==> src/rtl/apb_pkg.sv <==
// Shared types and constants for the round-robin APB master.
//   apb_state_e : APB sequencer state (IDLE / SETUP / ACCESS)
//   AW_DEFAULT, DW_DEFAULT : default address / data widths
//   idx_w()     : width of a binary index able to address n items (min 1)
package apb_pkg;

    localparam int unsigned AW_DEFAULT = 32;
    localparam int unsigned DW_DEFAULT = 32;

    typedef enum logic [1:0] {
        IDLE   = 2'd0,
        SETUP  = 2'd1,
        ACCESS = 2'd2
    } apb_state_e;

    function automatic int unsigned idx_w(input int unsigned n);
        return (n > 1) ? $clog2(n) : 1;
    endfunction

endpackage

==> src/rtl/rr_arbiter.sv <==
// Combinational round-robin arbiter.
//   req   : per-requester request vector
//   en    : arbitration enable; grant is all-zero when low
//   last  : index granted most recently; search starts at last+1 (mod NREQ)
//   grant : one-hot winner
//   idx   : binary index of the winner (0 when nothing granted)
module rr_arbiter
    import apb_pkg::*;
#(
    parameter  int unsigned NREQ = 4,
    localparam int unsigned IW   = idx_w(NREQ)
) (
    input  logic [NREQ-1:0] req,
    input  logic            en,
    input  logic [IW-1:0]   last,
    output logic [NREQ-1:0] grant,
    output logic [IW-1:0]   idx
);

    int unsigned   cand_int;
    logic [IW-1:0] cand;
    logic          found;

    // Walk the requesters starting just after the previous winner; the
    // previous winner itself is visited last.
    always_comb begin
        grant    = '0;
        idx      = '0;
        found    = 1'b0;
        cand_int = 0;
        cand     = '0;
        for (int unsigned i = 1; i <= NREQ; i++) begin
            cand_int = 32'(last) + i;
            if (cand_int >= NREQ) begin
                cand_int = cand_int - NREQ;
            end
            cand = IW'(cand_int);
            if (en && !found && req[cand]) begin
                found       = 1'b1;
                grant[cand] = 1'b1;
                idx         = cand;
            end
        end
    end

endmodule

==> src/rtl/apb_rr_master.sv <==
// Round-robin APB3 master: grants one of NREQ requesters, runs the
// SETUP/ACCESS sequence with wait states and an ACCESS timeout, and returns
// a tagged response.
//   clk, rst_n                    : clock, async active-low reset
//   req_valid_i/write_i/addr_i/wdata_i : packed per-requester commands
//   grant_o                       : one-hot acceptance pulse (decoded in IDLE)
//   rsp_valid_o/id_o/rdata_o/err_o: registered completion pulse
//   psel_o..pwdata_o              : APB master outputs
//   prdata_i, pready_i, pslverr_i : APB slave response
module apb_rr_master
    import apb_pkg::*;
#(
    parameter  int unsigned NREQ    = 4,
    parameter  int unsigned AW      = AW_DEFAULT,
    parameter  int unsigned DW      = DW_DEFAULT,
    parameter  int unsigned TIMEOUT = 16,
    localparam int unsigned IW      = idx_w(NREQ)
) (
    input  logic               clk,
    input  logic               rst_n,
    input  logic [NREQ-1:0]    req_valid_i,
    input  logic [NREQ-1:0]    req_write_i,
    input  logic [NREQ*AW-1:0] req_addr_i,
    input  logic [NREQ*DW-1:0] req_wdata_i,
    output logic [NREQ-1:0]    grant_o,
    output logic               rsp_valid_o,
    output logic [IW-1:0]      rsp_id_o,
    output logic [DW-1:0]      rsp_rdata_o,
    output logic               rsp_err_o,
    output logic               psel_o,
    output logic               penable_o,
    output logic               pwrite_o,
    output logic [AW-1:0]      paddr_o,
    output logic [DW-1:0]      pwdata_o,
    input  logic [DW-1:0]      prdata_i,
    input  logic               pready_i,
    input  logic               pslverr_i
);

    localparam int unsigned CW = idx_w(TIMEOUT);

    apb_state_e    state_q, state_d;
    logic [IW-1:0] last_q;
    logic [CW-1:0] cnt_q, cnt_d;

    logic [NREQ-1:0] arb_grant;
    logic [IW-1:0]   arb_idx;
    logic            arb_en;

    logic          done;
    logic          err_d;
    logic [DW-1:0] rdata_d;

    logic          psel_q, penable_q, pwrite_q;
    logic [AW-1:0] paddr_q;
    logic [DW-1:0] pwdata_q;
    logic          rsp_valid_q, rsp_err_q;
    logic [IW-1:0] rsp_id_q;
    logic [DW-1:0] rsp_rdata_q;

    rr_arbiter #(.NREQ(NREQ)) u_arb (
        .req   (req_valid_i),
        .en    (arb_en),
        .last  (last_q),
        .grant (arb_grant),
        .idx   (arb_idx)
    );

    // Next state, timeout count and completion status.
    always_comb begin
        state_d = state_q;
        cnt_d   = cnt_q;
        arb_en  = 1'b0;
        done    = 1'b0;
        err_d   = 1'b0;
        rdata_d = '0;
        case (state_q)
            IDLE: begin
                arb_en = 1'b1;
                if (|req_valid_i) begin
                    state_d = SETUP;
                end
            end
            SETUP: begin
                cnt_d   = '0;
                state_d = ACCESS;
            end
            ACCESS: begin
                cnt_d = cnt_q + CW'(1);
                // pready takes precedence over a coinciding timeout
                if (pready_i) begin
                    done    = 1'b1;
                    err_d   = pslverr_i;
                    rdata_d = (!pwrite_q && !pslverr_i) ? prdata_i : '0;
                    cnt_d   = '0;
                    state_d = IDLE;
                end else if (cnt_q == CW'(TIMEOUT - 1)) begin
                    done    = 1'b1;
                    err_d   = 1'b1;
                    cnt_d   = '0;
                    state_d = IDLE;
                end
            end
            default: begin
                cnt_d   = '0;
                state_d = IDLE;
            end
        endcase
    end

    // State, pointer and timeout counter.
    always_ff @(posedge clk or negedge rst_n) begin
        if (!rst_n) begin
            state_q <= IDLE;
            last_q  <= IW'(NREQ - 1);
            cnt_q   <= '0;
        end else begin
            state_q <= state_d;
            cnt_q   <= cnt_d;
            if (|arb_grant) begin
                last_q <= arb_idx;
            end
        end
    end

    // APB outputs; command captured at grant and held until the next grant.
    always_ff @(posedge clk or negedge rst_n) begin
        if (!rst_n) begin
            psel_q    <= 1'b0;
            penable_q <= 1'b0;
            pwrite_q  <= 1'b0;
            paddr_q   <= '0;
            pwdata_q  <= '0;
        end else begin
            psel_q    <= (state_d != IDLE);
            penable_q <= (state_d == ACCESS);
            if (|arb_grant) begin
                pwrite_q <= req_write_i[arb_idx];
                paddr_q  <= req_addr_i[arb_idx*AW +: AW];
                pwdata_q <= req_wdata_i[arb_idx*DW +: DW];
            end
        end
    end

    // Completion pulse; last_q still holds the in-flight requester index.
    always_ff @(posedge clk or negedge rst_n) begin
        if (!rst_n) begin
            rsp_valid_q <= 1'b0;
            rsp_err_q   <= 1'b0;
            rsp_id_q    <= '0;
            rsp_rdata_q <= '0;
        end else begin
            rsp_valid_q <= done;
            rsp_err_q   <= done & err_d;
            rsp_rdata_q <= done ? rdata_d : '0;
            if (done) begin
                rsp_id_q <= last_q;
            end
        end
    end

    assign grant_o     = arb_grant;
    assign rsp_valid_o = rsp_valid_q;
    assign rsp_id_o    = rsp_id_q;
    assign rsp_rdata_o = rsp_rdata_q;
    assign rsp_err_o   = rsp_err_q;
    assign psel_o      = psel_q;
    assign penable_o   = penable_q;
    assign pwrite_o    = pwrite_q;
    assign paddr_o     = paddr_q;
    assign pwdata_o    = pwdata_q;

endmodule

==> config.mk <==
export PLATFORM = sky130hd
export DESIGN_NAME = apb_rr_master
export DESIGN_NICKNAME = d
export VERILOG_FILES = /design/src/rtl/apb_pkg.sv /design/src/rtl/rr_arbiter.sv /design/src/rtl/apb_rr_master.sv
export SDC_FILE = /design/constraint.sdc
export NUM_CORES = 1
export LEC_CHECK = 0
export BUFFER_PORTS_ARGS = -buffer_cell sky130_fd_sc_hd__buf_2
export CAP_MARGIN = 20
export CELL_PAD_IN_SITES_DETAIL_PLACEMENT = 1
export CELL_PAD_IN_SITES_GLOBAL_PLACEMENT = 1
export CORE_AREA = 2 2 160 162
export DETAILED_ROUTE_END_ITERATION = 8
export DIE_AREA = 0 0 162 164
export GPL_TIMING_DRIVEN = 1
export PLACE_DENSITY = 0.73
export REMOVE_ABC_BUFFERS = 1
export SETUP_SLACK_MARGIN = 0.1
export SLEW_MARGIN = 20
export SYNTH_ARGS = -nofsm -noshare
export SYNTH_HDL_FRONTEND = slang
export SYNTH_SLANG_ARGS = --single-unit
==> constraint.sdc <==
create_clock -name clk -period 4.3 [get_ports clk]
set_input_delay 0.86 -clock clk [delete_from_list [all_inputs] [get_ports clk]]
set_output_delay 0.86 -clock clk [all_outputs]
set_load 0.02 [all_outputs]
==> qor.csv, run 1 <==
stage;metric;value;unit
worst_setup_path;worstPathMaxFanout;17;
worst_setup_path;reg2reg_slack;410;ps
sta;whs;479;ps
route;drt_iter0_drc;573;
global_route;grt_usage;0.215;
final_layout;layout_common_cells;buf_2 (405), nor4b_1 (131), a211oi_1 (130), dfrtp_1 (109), nand2_1 (80);
route;first_pass_iters;7;
clocking;cts_resized;0;
floorplan;die_area;26600;um^2
route;route.vias.total;7663;
worst_setup_path;critPathLaunch;last_q[0]$_DFFE_PN1P_;
placed_design;place_hpwl;20.4;mm
sta;tightest_slew;1020;ps
clocking;cts.htree.levels;3;
route;wl_per_cell;20.8;um
synthesis;yosysSeqAreaShare;0.398;
final_layout;finalNonFillerCells;1411;
power_and_ir_drop;power_switching;3.94;mW
worst_hold_path;whs_endpoint;paddr_o[2]$_DFFE_PN0P_;
final_layout;multi_input_area;3860;um^2
synthesis;synth.distinct_cells;37;
global_route;antenna_found_initial;7;
synthesis;syn_area;6990;um^2
global_route;overflow;0;
run;maxCapViolCount;0;
floorplan;dieWidth;162;um
clocking;clock_path_buffers;2;
power_and_ir_drop;total_power;7.44;mW
clocking;cts_sinks;111;
worst_hold_path;holdCritPathClass;reg2reg;
power_and_ir_drop;p_seq_frac;0.229;
sta;fin_skew;18.9;ps
worst_setup_path;cp.required;3440;ps
final_layout;utilization;0.387;
worst_setup_path;reg2regPathDepth;9;
final_layout;drive_gt1_frac;0.421;
final_layout;stdcell_area;9620;um^2
sta;hold_viol_final;0;
sta;clock.fmax;252;MHz
power_and_ir_drop;switching_share;0.530;
clocking;post-cts-setup-buffers;0;
power_and_ir_drop;p_clk_frac;0.122;
clocking;root_buffer;clkbuf_16;
placed_design;portBuffers;406;
sta;slew_headroom;0.317;
power_and_ir_drop;vdd_ir_drop_max;1110;uV
sta;timing.final.ws_setup;327;ps
synthesis;syn_inst;736;
power_and_ir_drop;p_leak;4.31;nW
clocking;cts_tree;done;
sta;setup_viol;0;
sta;setup_tns;0;ps
worst_setup_path;cp.arrival;3110;ps
final_layout;final_common_cell;buf_2;
route;wl;29.3;mm
clocking;cts.reportedPaths.clkPinSlew;80;ps
sta;slew_viol_final;0;
synthesis;synth_seq_cells;111;
synthesis;yosys_warnings;0;
sta;period_share;0.924;
worst_setup_path;start_kind;flop;
placed_design;place_ws;429;ps
worst_hold_path;holdPathStages;2;
global_route;grt_max_degree;135;
final_layout;num-nets-final;1379;
floorplan;ioPinCount;407;
worst_setup_path;timing.rr.end;paddr_o[28]$_DFFE_PN0P_;
worst_hold_path;hp-start;paddr_o[2]$_DFFE_PN0P_;
clocking;numCtsBuffers;9;
route;drc_errors;0;
floorplan;core;24800;um^2
power_and_ir_drop;combPwrFrac;0.650;
worst_setup_path;worstSetupPathType;reg2out;
floorplan;std_cell_rows;58;
placed_design;placedCellCount;1389;
worst_setup_path;critPathCaptureType;primary output;
power_and_ir_drop;power_density;774;nW/um^2
sta;rsz0062_at_grt;no;
final_layout;fillCellCount;3006;
final_layout;seqCellArea;2780;um^2
global_route;grt_pass1_wl;45.3;mm
placed_design;place_congestion;0.823;
outcome;status;completed;
route;final_antenna_net_count;0;
clocking;cts-hold-fix-buffers;0;
global_route;grt_pass1_vias;7898;
floorplan;start_util;0.282;
placed_design;place_area;9280;um^2
route;routed_via_density;5.43;
clocking;clk_latency;370;ps
final_layout;area_growth;37.6;%
synthesis;syn_avg_cell_area;9.50;um^2
floorplan;die_y;164;um
sta;min_period;3970;ps
power_and_ir_drop;internal_power;3.50;mW
worst_setup_path;regToRegStartpoint;last_q[0]$_DFFE_PN1P_;
-- synth_stat cells --
| cell | n | share of area |
|---|---|---|
| clkbuf_1 | 63 | 0.034 |
| nand3b_1 | 5 | 0.0054 |
| o22ai_1 | 2 | 0.0018 |
| buf_2 | 28 | 0.020 |
| nor3_2 | 1 | 0.0014 |
| a2bb2oi_1 | 1 | 0.0013 |
| nor4bb_1 | 1 | 0.0014 |
| a211oi_1 | 130 | 0.14 |
| nor2b_1 | 5 | 0.0045 |
| dfrtp_1 | 109 | 0.39 |
| a21oi_1 | 4 | 0.0029 |
| inv_1 | 4 | 0.0021 |
| nand3_1 | 3 | 0.0021 |
| nor2_1 | 12 | 0.0064 |
| and2_1 | 34 | 0.030 |
| nor3b_1 | 2 | 0.0021 |
| nor4b_1 | 131 | 0.16 |
| a41oi_1 | 2 | 0.0025 |
| o21ai_0 | 9 | 0.0064 |
| a22oi_1 | 4 | 0.0043 |
| or2_2 | 2 | 0.0018 |
| mux4_2 | 4 | 0.013 |
| o41a_1 | 1 | 0.0016 |
| nor3_1 | 4 | 0.0029 |
| ha_1 | 9 | 0.016 |
| nand2_1 | 81 | 0.043 |
| dfstp_2 | 2 | 0.0075 |
| mux2i_1 | 1 | 0.0014 |
| a21o_1 | 1 | 0.0011 |
| nor4_1 | 2 | 0.0018 |
| o2bb2ai_1 | 1 | 0.0013 |
| or3_1 | 2 | 0.0018 |
| buf_6 | 1 | 0.0016 |
| o31ai_1 | 67 | 0.072 |
| a31oi_1 | 2 | 0.0018 |
| buf_4 | 3 | 0.0032 |
| mux2_2 | 3 | 0.0048 |
-- final cells by class --
| class | instances | area share |
|---|---|---|
| Sequential cell | 111 | 0.289 |
| Antenna cell | 6 | 0.00156 |
| Clock buffer | 9 | 0.0234 |
| Timing Repair Buffer | 418 | 0.230 |
| Tap cell | 330 | 0.0429 |
| Inverter | 4 | 0.00156 |
| Clock inverter | 7 | 0.00976 |
| Multi-Input combinational cell | 526 | 0.402 |
-- routing by layer --
metal  GRT usage  wire length (um)  vias up
li1            -                 -     3546
met1       0.267             12200     3742
met2       0.371             14300      333
met3      0.0508              2090       42
met4      0.0676               763        0
met5           0                 0        -
-- power by group through the flow --
stage | Sequential (mW) | Combinational (mW) | Clock [mW]
final | 1.70 | 4.83 | 0.904
after global routing | 1.75 | 5.32 | 0.986
after CTS | 1.70 | 4.88 | 0.943
after detailed placement | 1.72 | 4.90 | 0
after global placement | 1.70 | 4.79 | 0
after floorplan | 2.08 | 2.49 | 0
-- flip-flops by register name, summed over array words and instances, names as in the netlist --
signal and flops:
last_q 2, paddr_o 32, state_q 2, psel_o 1, rsp_valid_o 1, pwrite_o 1, cnt_q 4, rsp_rdata_o 32
rsp_id_o 2, pwdata_o 32, penable_o 1, rsp_err_o 1
-- worst max-delay path: stages, from the launching register on --
cell and delay [ps]:
dfstp_2 750, inv_1 190, ha_1 490, mux4_2 470, or3_1 460, o21ai_0 210, buf_2 200
-- cells by family (layout without fill, tap and decap cells) --
logic type | after synthesis | in the layout | share of synthesized area
fa+ha+maj | 9 | 9 | 0.0161
other cells | 0 | 6 | 0
flops | 111 | 111 | 0.398
simple gates | 285 | 285 | 0.270
mux | 8 | 8 | 0.0192
buf+inv | 99 | 438 | 0.0609
compound gates | 224 | 224 | 0.236
-- worst max-delay path by stage --
stage          cells after the start  slack, ps                       to
2_1_floorplan                      8      -5500  pwdata_o[0]$_DFFE_PN0P_
6_report                           6        330               grant_o[1]
3_3_place_gp                       9        600  pwdata_o[3]$_DFFE_PN0P_
4_1_cts                            6        300               grant_o[1]
5_1_grt                            6        180               grant_o[1]
3_5_place_dp                       9        430   paddr_o[8]$_DFFE_PN0P_
Note: power is estimated with default switching activity, not from simulation.
==> run 2, diff against run 1 <==
--- a/config.mk
+++ b/config.mk
@@ -13,7 +13,7 @@
 export DETAILED_ROUTE_END_ITERATION = 8
 export DIE_AREA = 0 0 162 164
 export GPL_TIMING_DRIVEN = 1
-export PLACE_DENSITY = 0.73
+export PLACE_DENSITY = 0.7
 export REMOVE_ABC_BUFFERS = 1
 export SETUP_SLACK_MARGIN = 0.1
 export SLEW_MARGIN = 20
==> constraint.sdc (replaced) <==
create_clock -name clk -period 4.11 [get_ports clk]
set_input_delay 0.822 -clock clk [delete_from_list [all_inputs] [get_ports clk]]
set_output_delay 0.822 -clock clk [all_outputs]
set_load 0.02 [all_outputs]
==> qor.csv, run 2 (synthesis gave the netlist of run 1 again) <==
stage;metric;value;unit;change
sta;timing.final.ws_setup;377;ps;+50.1 ps
clocking;clock_path_buffers;2;;unchanged
sta;tightest_slew;825;ps;-199 ps
floorplan;dieWidth;162;um;unchanged
worst_setup_path;critPathCaptureType;primary output;;
route;drt_iter0_drc;512;;-11%
placed_design;portBuffers;406;;unchanged
route;wl_per_cell;20.9;um;+0.85%
clocking;cts_tree;done;;
floorplan;start_util;0.282;;unchanged
worst_setup_path;worstPathMaxFanout;11;;-6
worst_setup_path;reg2reg_slack;600;ps;+190 ps
worst_setup_path;worst-path-buf-inv;2;;unchanged
worst_setup_path;cp_slowest_stage_delay;600;ps;-150 ps
sta;rsz0062_at_grt;no;;
global_route;grt_pass1_vias;7687;;-2.7%
worst_setup_path;reg2regPathDepth;9;;unchanged
run;maxCapViolCount;0;;unchanged
sta;slew_headroom;0.449;;+0.132
worst_setup_path;cp.arrival;2910;ps;-200 ps
final_layout;area_growth;38.5;%;
final_layout;finalNonFillerCells;1416;;+0.35%
worst_setup_path;cp_top_family;flip-flops;;
clocking;clk_latency;370;ps;about the same
route;routed_via_density;5.43;;-0.11%
sta;setup_viol;0;;unchanged
power_and_ir_drop;p_leak;4.34;nW;+0.62%
final_layout;num-nets-final;1383;;+0.29%
placed_design;place_congestion;0.825;;+0.27%
floorplan;core;24800;um^2;unchanged
floorplan;ioPinCount;407;;unchanged
sta;period_share;0.908;;
global_route;grt_usage;0.214;;-0.00133
worst_setup_path;crit_chain;inv_1, ha_2, mux4_2, or3_1, o21ai_0, buf_2;;
global_route;grt_max_degree;131;;-3.0%
placed_design;place_hpwl;20.8;mm;+1.7%
route;route.vias.total;7682;;+0.25%
worst_hold_path;holdPathStages;2;;unchanged
clocking;root_buffer;clkbuf_16;;
floorplan;std_cell_rows;58;;unchanged
worst_setup_path;regToRegStartpoint;last_q[1]$_DFFE_PN1P_;;
global_route;grt_pass1_wl;44.4;mm;-1.8%
final_layout;final_common_cell;buf_2;;
clocking;cts.reportedPaths.clkPinSlew;80;ps;about the same
route;drc_errors;0;;unchanged
worst_setup_path;worstSetupPathType;reg2out;;
floorplan;die_area;26600;um^2;unchanged
final_layout;layout_common_cells;buf_2 (405), nor4b_1 (131), a211oi_1 (130), dfrtp_1 (109), nand2_1 (80);;
sta;slew_viol_final;0;;unchanged
worst_setup_path;start_kind;flop;;
placed_design;place_ws;438;ps;+9.02 ps
power_and_ir_drop;power_density;817;nW/um^2;+5.6%
final_layout;drive_gt1_frac;0.424;;+0.00307
route;final_antenna_net_count;0;;unchanged
sta;min_period;3730;ps;
worst_setup_path;timing.rr.end;pwdata_o[6]$_DFFE_PN0P_;;
floorplan;die_y;164;um;unchanged
sta;hold_viol_final;0;;unchanged
clocking;cts_sinks;111;;unchanged
worst_hold_path;whs_endpoint;pwdata_o[16]$_DFFE_PN0P_;;
worst_hold_path;holdCritPathClass;reg2reg;;
outcome;status;completed;;
worst_hold_path;hp-start;pwdata_o[16]$_DFFE_PN0P_;;
global_route;antenna_found_initial;8;;+1
clocking;cts.htree.levels;3;;unchanged
route;wl;29.7;mm;+1.2%
power_and_ir_drop;vdd_ir_drop_max;537;uV;-52%
sta;clock.fmax;268;MHz;
global_route;overflow;0;;unchanged
worst_setup_path;cp.required;3290;ps;-150 ps
worst_setup_path;cpMaxStageDelayCell;dfstp_2;;
placed_design;placedCellCount;1392;;+0.22%
clocking;numCtsBuffers;9;;unchanged
route;first_pass_iters;5;;-2
sta;fin_skew;17.8;ps;-1.11 ps
run 2: changes by cell type in the layout (fill, tap and decap cells not counted):
cell / before / now
diode_2: 6 / 7
ha_1: 9 / 8
ha_2: 0 / 1
buf_12: 7 / 10
inv_6: 1 / 2
inv_12: 1 / 0
buf_4: 6 / 7
run 2: where the power goes:
group | total [mW] | internal, mW | switching, mW
combinational | 5.23 | 1.78 | 3.44
sequential | 1.75 | 1.53 | 0.219
clock | 0.937 | 0.439 | 0.498
total | 7.91 | 3.75 | 4.16
run 2: layout make-up:
class	instances	area, um^2
Antenna cell	7	17.5
Clock buffer	9	225
Clock inverter	7	86.3
Fill cell	2990	15100
Inverter	4	15.0
Multi-Input combinational cell	526	3860
Sequential cell	111	2780
Tap cell	330	413
Timing Repair Buffer	422	2280
run 2: per-layer routing:
metal	global-route usage	part of all wire	vias up
met1	0.261	0.40	3769
met4	0.0571	0.020	2
met2	0.366	0.50	312
met3	0.0674	0.079	37
met5	0	0.00037	-
li1	-	-	3562
run 2: worst max-delay path by stage:
stage / start / end / slack, ps / depth (start not counted)
floorplan: last_q[0]$_DFFE_PN1P_ / pwdata_o[0]$_DFFE_PN0P_ / -5690 / 8
global placement: last_q[1]$_DFFE_PN1P_ / pwdata_o[28]$_DFFE_PN0P_ / 520 / 9
detailed placement: last_q[1]$_DFFE_PN1P_ / pwdata_o[28]$_DFFE_PN0P_ / 440 / 9
CTS: last_q[1]$_DFFE_PN1P_ / grant_o[2] / 150 / 6
global route: last_q[1]$_DFFE_PN1P_ / grant_o[2] / 230 / 6
finish: last_q[1]$_DFFE_PN1P_ / grant_o[2] / 380 / 6
run 2: stage by stage:
stage	setup TNS [ps]	hold slack, ps	power (mW)	area, um^2	util
CTS	0	481	8.02	9650	0.389
global placement	0	455	6.94	9340	0.376
floorplan	-377220	446	4.75	6580	-
detailed placement	0	461	7.07	9340	0.376
finish	0	479	7.91	9680	0.390
global route	0	502	8.54	9670	0.390
run 2: what timing repair did:
action                     4_1_cts  5_1_grt
setup buffers                    0        1
hold buffers                     0        0
resized for setup                0        1
setup endpoints to repair        0        3
run 2: worst min-delay path: cells and delay by family (launching register included):
kind               cells  cell delay, ps
DFF                    1             340
AOI/OAI and AO/OA      1              60
and+or+nand+nor        1              50
